==> config.mk <==
export PLATFORM = sky130hd
export DESIGN_NAME = stack_unit
export DESIGN_NICKNAME = d
export VERILOG_FILES = /design/src/rtl/stack_unit_pkg.sv /design/src/rtl/stack_unit.sv
export SDC_FILE = /design/constraint.sdc
export NUM_CORES = 1
export LEC_CHECK = 0
export ABC_AREA = 0
export CORE_MARGIN = 3
export CORE_UTILIZATION = 40
export DETAILED_ROUTE_END_ITERATION = 10
export PLACE_DENSITY = 0.63
export SLEW_MARGIN = 40
export SYNTH_ARGS = -nofsm -noshare
export SYNTH_HDL_FRONTEND = slang
export SYNTH_SLANG_ARGS = --single-unit
==> constraint.sdc <==
create_clock -name clk -period 3.2 [get_ports clk]
set_input_delay 0.32 -clock clk [delete_from_list [all_inputs] [get_ports clk]]
set_output_delay 0.32 -clock clk [all_outputs]
set_load 0.01 [all_outputs]
==> src/rtl/stack_unit_pkg.sv <==
// Shared CPU package: datapath sizing defaults and the encodings used by the
// controller and the operand stack.
package stack_unit_pkg;

    localparam int STACK_WIDTH = 8;
    localparam int STACK_DEPTH = 8;

    typedef enum logic [3:0] {
        OP_NOP  = 4'h0,
        OP_PUSH = 4'h1,
        OP_POP  = 4'h2,
        OP_ADD  = 4'h3,
        OP_SUB  = 4'h4,
        OP_DUP  = 4'h5,
        OP_JZ   = 4'h6,
        OP_HALT = 4'hF
    } opcode_e;

    // Stack request as seen on the {push, pop} strobe pair.
    typedef enum logic [1:0] {
        STK_IDLE = 2'b00,
        STK_POP  = 2'b01,
        STK_PUSH = 2'b10,
        STK_REPL = 2'b11
    } stack_op_e;

endpackage

==> src/rtl/stack_unit.sv <==
// Operand stack for the CPU datapath: inline register array, saturating
// occupancy count and sticky overflow/underflow flags.
module stack_unit
    import stack_unit_pkg::*;
#(
    parameter int WIDTH = STACK_WIDTH,
    parameter int DEPTH = STACK_DEPTH
) (
    input  logic                     clk,
    input  logic                     reset,
    input  logic                     push,
    input  logic                     pop,
    input  logic [WIDTH-1:0]         din,
    input  logic                     err_clr,
    output logic [WIDTH-1:0]         dout,
    output logic                     tos_zero,
    output logic                     empty,
    output logic                     full,
    output logic [$clog2(DEPTH):0]   count,
    output logic                     overflow,
    output logic                     underflow
);

    localparam int AW = $clog2(DEPTH);
    localparam int CW = AW + 1;

    logic [WIDTH-1:0] r_mem [DEPTH];
    logic [CW-1:0]    r_count;
    logic             r_overflow;
    logic             r_underflow;

    stack_op_e        w_op;
    logic             w_empty;
    logic             w_full;
    logic [AW-1:0]    w_top_idx;
    logic [AW-1:0]    w_wr_idx;
    logic             w_wr_en;
    logic [WIDTH-1:0] w_dout;

    assign w_op      = stack_op_e'({push, pop});
    assign w_empty   = (r_count == CW'(0));
    assign w_full    = (r_count == CW'(DEPTH));
    // Low bits of a full count wrap to 0, so subtracting one still lands on DEPTH-1.
    assign w_top_idx = r_count[AW-1:0] - AW'(1);
    assign w_wr_en   = push && (pop || !w_full);

    // Write slot: replace the top on push+pop with data, otherwise the next free entry.
    always_comb begin
        w_wr_idx = r_count[AW-1:0];
        if (pop && !w_empty) begin
            w_wr_idx = w_top_idx;
        end else begin
            w_wr_idx = r_count[AW-1:0];
        end
    end

    // Top-of-stack read, forced to zero while empty.
    always_comb begin
        w_dout = '0;
        if (w_empty) begin
            w_dout = '0;
        end else begin
            w_dout = r_mem[w_top_idx];
        end
    end

    // Storage array; deliberately not reset since it is unobservable while empty.
    always_ff @(posedge clk) begin
        if (w_wr_en && !reset) begin
            r_mem[w_wr_idx] <= din;
        end
    end

    // Occupancy count and sticky error flags.
    always_ff @(posedge clk or posedge reset) begin
        if (reset) begin
            r_count     <= CW'(0);
            r_overflow  <= 1'b0;
            r_underflow <= 1'b0;
        end else begin
            case (w_op)
                STK_PUSH: if (!w_full)  r_count <= r_count + CW'(1);
                STK_POP:  if (!w_empty) r_count <= r_count - CW'(1);
                STK_REPL: if (w_empty)  r_count <= CW'(1);
                default:  r_count <= r_count;
            endcase

            if (w_op == STK_PUSH && w_full) begin
                r_overflow <= 1'b1;
            end else if (err_clr) begin
                r_overflow <= 1'b0;
            end

            if (pop && w_empty) begin
                r_underflow <= 1'b1;
            end else if (err_clr) begin
                r_underflow <= 1'b0;
            end
        end
    end

    assign dout      = w_dout;
    assign tos_zero  = (w_dout == '0);
    assign empty     = w_empty;
    assign full      = w_full;
    assign count     = r_count;
    assign overflow  = r_overflow;
    assign underflow = r_underflow;

endmodule

# After elaboration in Yosys (flattened, before gate mapping)
# Memory sizes are Yosys's and may differ from the RTL's.
# Index checks and enable logic that the tools add are counted.
[totals]
register_bits = 6
mem_bits_rw = 64
elab_cells = 40
input_bits = 13
mem_count = 1
out_inout_bits = 17
[mem_list]
columns = ["name", "depth", "word_bits", "rd", "rd_ports_with_merged_regs", "wr", "line_no", "source"]
rows = [
  ["r_mem", 8, 8, 1, 0, 1, "stack_unit.sv:27", "logic [WIDTH-1:0] r_mem [DEPTH];"],
]
[op_classes]
eq_ne = 7
reduce_logical = 15
add_sub_neg = 3
mux = 11
[ops]
columns = ["operator", "count"]
rows = [
  ["4-bit 2-to-1 mux", 3],
  ["4-bit case mux with 3 select lines", 1],
  ["8-bit zero test", 1],
  ["8-bit 2-to-1 mux", 1],
  ["2-bit != test (second input constant)", 3],
  ["1-bit logical AND", 5],
  ["1-bit 2-to-1 mux", 5],
  ["4-bit by 1-bit adder with 4-bit output (second input constant)", 1],
  ["2-bit equality test (second input constant)", 2],
  ["4-bit equality test (second input constant)", 1],
  ["4-bit zero test", 1],
  ["4-bit AND reduction", 1],
  ["2-bit nonzero test", 2],
  ["4-bit by 1-bit subtractor with 4-bit output (second input constant)", 1],
  ["1-bit zero test", 3],
  ["3-bit 2-to-1 mux", 1],
  ["3-bit nonzero test", 1],
  ["3-bit by 1-bit subtractor with 3-bit output (second input constant)", 1],
  ["2-bit by 1-bit equality test with 1-bit output (second input constant)", 1],
  ["1-bit logical OR", 1],
]

# Longest topological paths before layout
# Gate-level depths: netlist of the first run.
[depth]
depth_word = 7
mapped_depth = 11
ltp_nobuf = 7

# Worst setup path before layout of the first run
# OpenSTA, ideal clock, no wires.
[synth_path]
path_kind = "reg-to-output"
from = "register r_count[0] (netlist: count[0])"
to = "output tos_zero"
t_required_ps = 2880
arrival_ps = 3290
stages_incl_launch_ff = 10
path_buffers = 3
path_slack_ps = -410
path_cell_list = "dfrtp_1 buf_6 clkbuf_1 inv_1 ha_1 clkbuf_1 mux4_2 or4_1 o31a_1 a2111oi_4"
[synth_via]
elab_chain_cells = 4
elab_cells_between_ends = 5
cone_classes = "add/sub (1); mux (1); reduce/logical (2); memory (1)"
[synth_lines]
columns = ["item", "line_no", "source"]
rows = [
  ["start, declared", "stack_unit.sv:28", "logic [CW-1:0] r_count;"],
  ["start signal, assigned", "stack_unit.sv:82", "STK_PUSH: if (!w_full) r_count <= r_count + CW'(1);"],
  ["start signal, assigned", "stack_unit.sv:83", "STK_POP: if (!w_empty) r_count <= r_count - CW'(1);"],
  ["start signal, assigned", "stack_unit.sv:85", "default: r_count <= r_count;"],
  ["3-bit by 1-bit subtractor with 3-bit output", "stack_unit.sv:44", "assign w_top_idx = r_count[AW-1:0] - AW'(1);"],
  ["memory read 8 x 8 bit", "-", ""],
  ["8-bit 2-to-1 mux *", "stack_unit.sv:60", "if (w_empty) begin"],
  ["8-bit zero test *", "stack_unit.sv:103", "assign tos_zero = (w_dout == '0);"],
  ["end, declared", "stack_unit.sv:16", "output logic tos_zero,"],
]
# Mark *: on every way between the ends. The rest lies on a longest branch, timed or not.

# Worst setup path in the final report of the first run
# Same ends and word-level chain as after synthesis.

==> impl_metrics.env, run 1 <==
export IMPL_status="finished clean"
export IMPL_synthArstFlopShare_pct=8.57
export IMPL_cts_hold_fix_buffers=0
export IMPL_synthesis_area_per_instance_um2=16.7
export IMPL_r2r_slack_ns=0.81
export IMPL_overflow=0
export IMPL_post_cts_setup_buffer_count=0
export IMPL_ys_types=31
export IMPL_power_density_mw_per_mm2=967
export IMPL_grt_pass1_wl_um=10300
export IMPL_wl_met1_um=2970
export IMPL_final_cell_mix="edfxtp_1 (64), clkdlybuf4s50_1 (28), buf_4 (13)"
export IMPL_crit_path_end="tos_zero"
export IMPL_crit_start="count[0]$_DFFE_PP0P_"
export IMPL_p_leak_nw=1.31
export IMPL_insertion_delay_ns=0.34
export IMPL_cts_max_path_buffers=2
export IMPL_wl_met2_um=2920
export IMPL_start_kind="flop"
export IMPL_irDropWorstVdd_v=0.000324
export IMPL_fin_crit_sh_pct=96.7
export IMPL_critPathTopFamily="compound AO/OA/AOI/OAI gates"
export IMPL_chipWidth_um=93.3
export IMPL_synth_area_mm2=0.00305
export IMPL_dominantRegCellSynth="edfxtp_1"
export IMPL_fp_coreArea_mm2=0.00733
export IMPL_cp_slowest_cell="or4_4"
export IMPL_place_hpwl_um=4240
export IMPL_root_buffer="clkbuf_8"
export IMPL_path_depth=7
export IMPL_io_buffers=29
export IMPL_hp_class="input port to async pin"
export IMPL_io_pins=30
export IMPL_drt_initial_drc_count=163
export IMPL_hold_viol_final=0
export IMPL_drive_gt1_share_pct=21.6
export IMPL_pre_cts_slack_ns=-0.0955
export IMPL_route_met3_wl_um=259
export IMPL_start_util_pct=41.5
export IMPL_antenna_found_initial=0
export IMPL_rsz0062_at_grt="no"
export IMPL_maxCapViolCount=0
export IMPL_dieArea_mm2=0.00870
export IMPL_wl_per_cell_um=18.9
export IMPL_grt_pass1_vias=1825
export IMPL_gp_congestion=0.793
export IMPL_critPathCaptureType="output pin"
export IMPL_cpPeakStageDelay_ns=0.57
export IMPL_final_setup_viol_count=0
export IMPL_syn_nets=197
export IMPL_rr_endpoint="r_mem[0][4]$_DFFE_PP_"
export IMPL_yosysWarnings=0
export IMPL_cts_tree="done"
export IMPL_yosysSeqAreaShare_pct=68.0
export IMPL_path_buf_inv=2
export IMPL_critical_path_cell_chain="inv_2 -> ha_4 -> mux4_2 -> or4_4 -> o31a_1 -> a2111oi_4 -> buf_2"
export IMPL_rr_startpoint="count[2]$_DFFE_PP0P_"
export IMPL_critical_path_required_ns=2.88
export IMPL_cts_max_level=3
export IMPL_first_pass_iters=4
export IMPL_wirelength_um=6250
export IMPL_fmax_mhz=323
export IMPL_cts_sink_count=70
export IMPL_via_count=1782
export IMPL_layout_commonest_cell="edfxtp_1"
export IMPL_layout_nets=242
export IMPL_area_growth_pct=24.4
export IMPL_path_max_fanout=6
export IMPL_top_layer_used="met4"
export IMPL_setup_ws_ns=0.107
export IMPL_grt_start_max_net_pins=16
export IMPL_syn_inst=182
export IMPL_relSlewSlack_pct=53.0
export IMPL_diodes=0
export IMPL_std_cell_rows=31
export IMPL_cts_made_buffers=9
export IMPL_clk_pin_slew_ns=0.07
export IMPL_arrival_ns=2.77
export IMPL_final_max_slew_viol_count=0
export IMPL_vias_per_cell=5.38
export IMPL_hold_slack_ns=0.243
export IMPL_finClkSkew_ns=0.00874
export IMPL_ys_ff_latch=70
export IMPL_min_period_ns=3.09
export IMPL_synth_edf_count=64
export IMPL_ant_nets=0
export IMPL_r2r_cells=5
export IMPL_die_height_um=93.3
export IMPL_drc_errors=0
export IMPL_worst_pin_slew_ns=0.698
export IMPL_critical_path_class="flop to output pin"
export IMPL_grt_usage_pct=16.3
export IMPL_fin_util_pct=51.7
==> through the flow <==
step	setup TNS [ns]	power, mW	area, um^2	cells
after floorplan	0	2.12	3050	182
after global placement	-0.0342	2.78	3520	315
after detailed placement	-0.0955	2.81	3540	315
after CTS	0	3.68	3790	331
after global routing	0	3.88	3790	331
final	0	3.66	3790	331
==> layer usage <==
| layer | global-route usage (%) | vias up |
|---|---|---|
| met1 | 23.6 | 905 |
| met4 | 7.69 | 0 |
| met5 | 0 | - |
| met2 | 24.3 | 45 |
| li1 | - | 824 |
| met3 | 2.65 | 8 |
==> synthesized netlist by cell type, types with 3 or more instances <==
master | n | area share, %
o31ai_1 | 3 | 0.74
nor2b_1 | 3 | 0.62
mux4_2 | 6 | 4.4
inv_1 | 7 | 0.86
dfrtp_1 | 6 | 4.9
nand2b_1 | 3 | 0.62
clkbuf_1 | 8 | 0.99
mux4_1 | 10 | 8.6
nor3_1 | 3 | 0.49
a21oi_1 | 5 | 0.82
nor2_1 | 15 | 1.8
nand2_1 | 9 | 1.1
o21ai_0 | 10 | 1.6
edfxtp_1 | 64 | 63
a22o_1 | 9 | 2.6
==> power breakdown <==
part	switching, mW	internal (mW)	leakage (nW)
Sequential	0.0555	1.10	0.655
Combinational	0.809	0.863	0.535
Clock	0.316	0.521	0.118
Total	1.18	2.48	1.31
==> area by class of cell <==
cell class | count | area [um^2]
Timing Repair Buffer | 43 | 394
Sequential cell | 70 | 2070
Tap cell | 99 | 124
Multi-Input combinational cell | 96 | 933
Clock buffer | 11 | 131
Clock inverter | 5 | 108
Inverter | 7 | 26.3
Fill cell | 593 | 3540
==> logic make-up after synthesis <==
family | Yosys count | share of synthesized area [%]
AND/OR/NAND/NOR | 39 | 5.92
AO/OA/AOI/OAI | 34 | 8.34
buffers and inverters | 16 | 2.22
adder cells (fa/ha/maj) | 2 | 0.822
XOR/XNOR | 2 | 0.575
flip-flops | 70 | 68.0
multiplexers | 19 | 14.1
==> flip-flops by register name, summed over array words and instances, names as in the netlist <==
name	cells
underflow	1
overflow	1
r_mem	64
count	4
==> worst register-to-register path, stage by stage, from the launching register on <==
cell and delay [ns]:
dfrtp_1 0.64, nand2b_1 0.24, mux2i_1 0.29, nor2_1 0.06, o21ai_0 0.56, nor2_2 0.29
==> how the worst min path moves through the flow <==
stage	startpoint	endpoint
6_report	reset	count[3]$_DFFE_PP0P_
5_1_grt	reset	overflow$_DFFE_PP0P_
4_1_cts	reset	count[3]$_DFFE_PP0P_
3_5_place_dp	overflow$_DFFE_PP0P_	overflow$_DFFE_PP0P_
3_3_place_gp	overflow$_DFFE_PP0P_	overflow$_DFFE_PP0P_
2_1_floorplan	reset	count[0]$_DFFE_PP0P_
==> repair_timing <==
action | in CTS | in global routing
gates cloned | 0 | 0
pin swaps | 0 | 1
gates resized for setup | 8 | 4
endpoints found under the setup margin | 1 | 1
(Power assumes the default switching activity.)
==> inputs of run 2 (changes only) <==
--- a/config.mk
+++ b/config.mk
@@ -7,9 +7,9 @@
 export LEC_CHECK = 0
 export ABC_AREA = 0
 export CORE_MARGIN = 3
-export CORE_UTILIZATION = 40
+export CORE_UTILIZATION = 50
 export DETAILED_ROUTE_END_ITERATION = 10
-export PLACE_DENSITY = 0.63
+export PLACE_DENSITY = 0.75
 export SLEW_MARGIN = 40
 export SYNTH_ARGS = -nofsm -noshare
 export SYNTH_HDL_FRONTEND = slang
==> impl_metrics.env, run 2 (synthesis gave the netlist of run 1 again) <==
export IMPL_root_buffer="clkbuf_8"
export IMPL_cts_hold_fix_buffers=0
export IMPL_diodes=0
export IMPL_fin_area_mm2=0.00370
export IMPL_gp_congestion=0.879
export IMPL_largest_reg_flops=64
export IMPL_cts_max_level=3
export IMPL_drt_initial_drc_count=223
export IMPL_wirelength_um=6200
export IMPL_critical_path_required_ns=2.88
export IMPL_io_buffers=29
export IMPL_clk_pin_slew_ns=0.07
export IMPL_via_count=1802
export IMPL_rr_startpoint="count[0]$_DFFE_PP0P_"
export IMPL_start_kind="flop"
export IMPL_fp_coreArea_mm2=0.00571
export IMPL_io_pins=30
export IMPL_layout_nets=243
export IMPL_worst_pin_slew_ns=0.703
export IMPL_rsz0062_at_grt="no"
export IMPL_vias_per_cell=5.91
export IMPL_fmax_mhz=320
export IMPL_cts_sink_count=70
export IMPL_post_cts_setup_buffer_count=0
export IMPL_r2r_cells=7
export IMPL_finClkSkew_ns=0.00456
export IMPL_irDropWorstVdd_v=0.000523
export IMPL_hp_class="input port to async pin"
export IMPL_critPathCaptureType="output pin"
export IMPL_dieArea_mm2=0.00706
export IMPL_relSlewSlack_pct=52.6
export IMPL_post_place_cells=289
export IMPL_min_period_ns=3.13
export IMPL_cts_max_path_buffers=2
export IMPL_p_leak_nw=1.29
export IMPL_final_setup_viol_count=0
export IMPL_place_hpwl_um=4230
export IMPL_first_pass_iters=4
export IMPL_maxCapViolCount=0
export IMPL_hold_viol_final=0
export IMPL_wl_per_cell_um=20.3
export IMPL_rr_endpoint="r_mem[0][7]$_DFFE_PP_"
export IMPL_drc_errors=0
export IMPL_grt_pass1_vias=1822
export IMPL_area_growth_pct=21.4
export IMPL_overflow=0
export IMPL_path_max_fanout=7
export IMPL_cts_tree="done"
export IMPL_post_cts_resized=5
export IMPL_grt_pass1_wl_um=10000
export IMPL_final_cell_mix="edfxtp_1 (64), clkdlybuf4s50_1 (28), buf_4 (15)"
export IMPL_r2r_slack_ns=0.80
export IMPL_layout_commonest_cell="edfxtp_1"
export IMPL_place_area_mm2=0.00351
export IMPL_critical_path_class="flop to output pin"
export IMPL_insertion_delay_ns=0.35
export IMPL_chipWidth_um=84.0
export IMPL_ant_nets=0
export IMPL_power_density_mw_per_mm2=933
export IMPL_top_register="r_mem"
export IMPL_final_cells=305
export IMPL_die_height_um=84.0
export IMPL_status="finished clean"
export IMPL_arrival_ns=2.81
export IMPL_drive_gt1_share_pct=20.2
export IMPL_final_max_slew_viol_count=0
export IMPL_grt_start_max_net_pins=15
export IMPL_start_util_pct=53.3
export IMPL_std_cell_rows=27
export IMPL_fin_crit_sh_pct=97.7
export IMPL_antenna_found_initial=0
export IMPL_cts_made_buffers=9
export IMPL_grt_usage_pct=19.2
[run 2: cell types whose count changed in the layout (fill, tap and decap cells not counted), sizes merged]
cell      delta
clkinv       +2
bufinv       -3
inv          +1
clkinvlp     +2
clkbuf       -2
buf          +1
[run 2: cell type report]
class,instances,area (um^2)
timing repair buffer,44,398
multi-input combinational,96,936
clock buffer,9,124
tap,72,90.1
fill,406,2010
clock inverter,7,50.0
inverter,7,26.3
sequential,70,2070
[run 2: how the worst max path moves through the flow]
stage / slack (ns) / endpoint / start
2_1_floorplan: 0.0003 / tos_zero / count[0]$_DFFE_PP0P_
3_3_place_gp: 0.02 / tos_zero / count[0]$_DFFE_PP0P_
3_5_place_dp: -0.007 / tos_zero / count[0]$_DFFE_PP0P_
4_1_cts: 0.06 / tos_zero / count[0]$_DFFE_PP0P_
5_1_grt: 0.01 / tos_zero / count[0]$_DFFE_PP0P_
6_report: 0.07 / tos_zero / count[0]$_DFFE_PP0P_
[run 2: per-layer routing]
| layer | GRT usage, % | vias to the layer above | routed length [um] |
|---|---|---|---|
| met2 | 28.1 | 70 | 2930 |
| met1 | 28.1 | 896 | 2680 |
| met4 | 8.19 | 0 | 106 |
| li1 | - | 824 | - |
| met5 | 0 | - | 0 |
| met3 | 3.95 | 12 | 479 |
[run 2: worst max-delay path, cell delays in order (launching register included)]
cell	delay, ns
dfrtp_1	0.37
buf_4	0.17
mux4_1	0.57
or4_1	0.55
o31a_1	0.29
a2111oi_4	0.32
buf_2	0.19
[run 2: report_power, final]
group	total (mW)	switching, mW	leakage [nW]	internal (mW)
clock	0.628	0.347	0.0832	0.282
sequential	1.13	0.0350	0.655	1.10
combinational	1.69	0.828	0.547	0.861
[run 2: through the flow]
stage / worst slack [ns] / setup TNS (ns) / util, % / power [mW] / hold WS (ns)
floorplan: 0.000293 / 0 / - / 2.12 / 0.111
global placement: 0.0164 / 0 / 61.3 / 2.79 / 0.477
detailed placement: -0.00677 / -0.00677 / 61.5 / 2.83 / 0.500
CTS: 0.0565 / 0 / 64.7 / 3.46 / 0.240
global route: 0.0104 / 0 / 64.7 / 3.65 / 0.264
finish: 0.0744 / 0 / 64.7 / 3.45 / 0.235
==> patch 1: new RTL, flow settings as in run 2 <==
Reset style: synchronous (`reset`), changed in one clocked block.
--- a/src/rtl/stack_unit.sv
+++ b/src/rtl/stack_unit.sv
@@ -72,7 +72,7 @@
     end
 
     // Occupancy count and sticky error flags.
-    always_ff @(posedge clk or posedge reset) begin
+    always_ff @(posedge clk) begin
         if (reset) begin
             r_count     <= CW'(0);
             r_overflow  <= 1'b0;
Check against the original RTL: differs if reset is asserted again (counterexample within 4 cycles, from zero or initial values and one cycle with reset high); with reset held inactive, the same outputs for 10 cycles.
==> patch 1 against run 2 <==
Sequential cell count is the same. Setup slack better by 47 ps. Non-clock buffer count rose by 4. Wire length down 1.3%. Die area rose by 2.1%. Critical path type unchanged. Hold slack improved by 310 ps. Synthesized cell count is 9.9% higher. Final area is 3.8% higher. Area after synthesis up 2.2%. Global-route usage fell by 0.82 points. Total power increased by 0.88%. Via count rose by 3.9%.
==> patch 1: results <==
set metrics [dict create \
    wl_met1_um 2660 \
    seq_area_frac_synth_pct 65.6 \
    drive_gt1_share_pct 25.2 \
    synth_nets 215 \
    fin_nets 260 \
    worstPathArrival_ps 2760 \
    seq_share_pct 53.2 \
    nNonClkBuffers 48 \
    via_per_inst 5.76 \
    synth_area_leaders "edfxtp_1, mux4_2, dfxtp_1" \
    r2r-start "count[0]" \
    fillers 419 \
    max_slew.worst_pin.slew_ps 793 \
    drt_iter0_drc 246 \
    slowest_delay_ps 550 \
    grt_pass1_wl_um 9950 \
    grt.met3_usage_pct 3.11 \
    grt_max_degree 25 \
    wl_met3_um 360 \
    async_reset_ff_share_pct 0 \
    worstPathMaxFanout 5 \
    reg2reg_to "r_mem[2][2]" \
    cp_slowest_cell "or4_4" \
    finalCritPeriodShare_pct 96.2 \
    use_met1_pct 27.2 \
    avgSynthCellArea_um2 15.6 \
    grt_pass1_vias 1851 \
    grt_util_all_layers_pct 18.4 \
    hold_path_class "reg2reg" \
    status "finished, final reports clean" \
    inverters_excl_clock 4 \
    synth.distinct_cells 40 \
    die_w_um 84.9 \
    multi_input_area_um2 1020 \
    ff2ff_setup_slack_ps 720 \
    dr_wl_met2_um 3050 \
    placed_area_um2 3580 \
]
-- patch 1: changes by cell type after synthesis, sizes merged, moves of 3 or more --
cell and change:
nor3b +6, nor3 -3, nand2 -3, dfrtp -6, clkbuf +3, inv -3, dfxtp +6, nor2b +6
-- patch 1: cell families (layout without fill, tap and decap cells) --
logic type	Yosys count	after routing	synth area share [%]
XOR/XNOR	3	3	0.844
flip-flops	70	70	65.6
adder cells (fa/ha/maj)	2	2	0.804
AO/OA/AOI/OAI	43	43	10.0
buffers and inverters	18	68	2.45
AND/OR/NAND/NOR	47	47	8.32
multiplexers	17	17	11.9
-- patch 1: power breakdown --
part	leakage, uW	switching, uW	internal [uW]
clock	0.000121	320	514
sequential	0.000627	23.5	1080
combinational	0.000520	755	786
total	0.00127	1100	2380
-- patch 1: what timing repair did --
item	CTS	global route
endpoints found under the setup margin	1	1
resized for setup	5	2
cloned	0	0
hold endpoints to repair	0	0
-- patch 1: worst max-delay path: cells and delay by family (launching register included) --
kind                       cells  cell delay (ps)
DFF                            1              360
and+or+nand+nor                1              550
buffers and inverters          2              290
AOI/OAI and AO/OA              2              610
muxes                          1              310
adders and majority gates      1              310
-- patch 1: worst min path at each step --
stage / cells after the start / from / slack (ps) / to
after floorplan: 1 / reset / 390 / count[0]
after CTS: 2 / underflow / 550 / underflow
after global placement: 2 / underflow / 490 / underflow
after detailed placement: 2 / underflow / 520 / underflow
final: 2 / underflow / 540 / underflow
after global routing: 2 / underflow / 580 / underflow
-- patch 1: through the flow --
step	power (uW)	util, %	setup TNS, ps	hold slack (ps)
2_1_floorplan	2060	-	0	389
3_3_place_gp	2630	59.7	-37.1	493
3_5_place_dp	2640	59.8	-53.1	525
4_1_cts	3470	63.7	0	550
5_1_grt	3680	64.0	0	584
6_report	3480	64.0	0	542
==> patch 2: new RTL, flow settings as in run 2 <==
Without the edit above. Change the package constant `STACK_WIDTH` from 8 to 6.
--- a/src/rtl/stack_unit_pkg.sv
+++ b/src/rtl/stack_unit_pkg.sv
@@ -2,7 +2,7 @@
 // controller and the operand stack.
 package stack_unit_pkg;
 
-    localparam int STACK_WIDTH = 8;
+    localparam int STACK_WIDTH = 6;
     localparam int STACK_DEPTH = 8;
 
     typedef enum logic [3:0] {
Ports: changed (resized din and dout); port bits go from 30 to 26. No check against the original RTL was run, so the function may have changed too.
==> patch 2 against run 2 <==
Sequential power down 21%. Clock power down 41%. Wire length down 18%. Final area down 22%. First-iteration DRC count down 9.4%. Sequential share of layout area down 0.83 points. Area after synthesis down 20%. Total power down 26%. Setup slack better by 94 ps. Sequential cell count down 16. Maximum frequency up 3.1%. Global-route usage up 0.71 points. Clock skew up 5.9 ps.
==> patch 2: results <==
set metrics [dict create \
    largest_reg_flops 48 \
    grt_pass1_wl_um 8110 \
    max_slew.worst_pin.slew_ps 669 \
    fin_nets 210 \
    overflow 0 \
    worstPathRequired_ps 2880 \
    ys_warn_count 0 \
    cts_root_buf "clkbuf_8" \
    setup_tns_ps 0 \
    synth_nets 177 \
    drt_iter0_drc 202 \
    drc 0 \
    finClkSkew_ps 10.4 \
    hpwlAfterDp_um 3640 \
    cp_slowest_cell "or4_1" \
    status "finished, final reports clean" \
    gp_congestion 0.847 \
    path_clk_slew_ps 100 \
    antenna_found_initial 0 \
    grt_util_all_layers_pct 19.9 \
    htree_levels 2 \
    drive_gt1_share_pct 12.1 \
    leakage_uw 0.00103 \
    cts_made_buffers 5 \
    synth_edf_count 48 \
    routed-via-count 1582 \
    diodes 0 \
    grt_max_degree 18 \
    drt_wl_total_um 5110 \
    clk_latency_ps 300 \
    seq_area_frac_synth_pct 65.6 \
    first_pass_iters 5 \
    max_flop_register "r_mem" \
    synth.distinct_cells 33 \
    ir_worst_vdd_v 0.000430 \
    ys_top_cells_by_count "edfxtp_1, o21ai_0, nand2_1" \
    numPortBuffers 25 \
    slowest_delay_ps 530 \
    worstPathMaxFanout 10 \
    async_reset_ff_share_pct 11.1 \
    synth_area_leaders "edfxtp_1, mux4_1, dfrtp_1" \
]
patch 2: cell count changes in the layout (fill, tap and decap cells not counted), sizes merged, moves of 3 or more:
cell / run 2 / this run
a22o: 9 / 2
a22oi: 0 / 4
buf: 16 / 10
clkbuf: 9 / 5
clkdlybuf4s50: 28 / 24
clkinv: 4 / 1
edfxtp: 64 / 48
mux4: 16 / 12
nand2: 9 / 14
o21ai: 10 / 15
patch 2: logic make-up (layout without fill, tap and decap cells):
logic type                 after synthesis  after routing  share of synthesized area, %
adders and majority gates                2              2                          1.03
AOI/OAI and AO/OA                       37             37                          9.60
muxes                                   12             12                          12.2
and+or+nand+nor                         42             42                          8.15
xor gates and xnor gates                 2              2                         0.723
DFF                                     54             54                          65.6
buffers and inverters                   15             49                          2.63
patch 2: worst max-delay path: cells and delay by family (launching register included):
| family | cells | cell delay (ps) |
|---|---|---|
| AO/OA/AOI/OAI | 1 | 100 |
| adder cells (fa/ha/maj) | 1 | 330 |
| buffers and inverters | 3 | 570 |
| flip-flops | 1 | 380 |
| multiplexers | 1 | 290 |
| AND/OR/NAND/NOR | 3 | 740 |
patch 2: path summary, 6_finish.rpt:
kind	startpoint	end	slack, ps	cells past startpoint
worst max-delay path	count[0]	tos_zero	170	9
worst min-delay path	reset	count[2]	270	2
worst max register to register	count[0]	r_mem[4][4]	850	5
worst min register to register	overflow	overflow	520	1
max in group asynchronous	reset	count[1]	2730	2
min in group clk	overflow	overflow	520	1
patch 2: per-stage QoR:
| stage | instance area, um^2 | util [%] | setup slack [ps] | std cells |
|---|---|---|---|---|
| final | 2880 | 64.0 | 168 | 250 |
| after global routing | 2880 | 64.0 | 11.8 | 250 |
| after CTS | 2880 | 64.0 | 147 | 250 |
| after detailed placement | 2770 | 61.6 | 62.6 | 242 |
| after global placement | 2770 | 61.6 | 164 | 242 |
| after floorplan | 2430 | - | 93.7 | 164 |
patch 2: power by group:
group	leakage, uW	internal (uW)	switching, uW
clock	0.0000422	154	218
combinational	0.000474	627	653
sequential	0.000510	850	42.5
patch 2: repair_timing:
item / in CTS / in global routing
endpoints found under the setup margin: 1 / 0
hold endpoints to repair: 0 / 0
hold buffers: 0 / 0
setup buffers: 0 / 0
gates resized for setup: 5 / 0
patch 2: final cells by class:
cell class	instances	area (um^2)
Clock inverter	3	20.0
Timing Repair Buffer	35	332
Clock buffer	5	68.8
Sequential cell	54	1590
Tap cell	52	65.1
Fill cell	337	1620
Inverter	6	22.5
Multi-Input combinational cell	95	782
patch 2: per-layer routing:
layer	up-vias	track usage [%]	part of all wire [%]
met5	-	0	0
met4	0	7.38	1.6
li1	707	-	-
met1	766	26.2	41
met2	97	31.4	48
met3	12	6.33	9.2
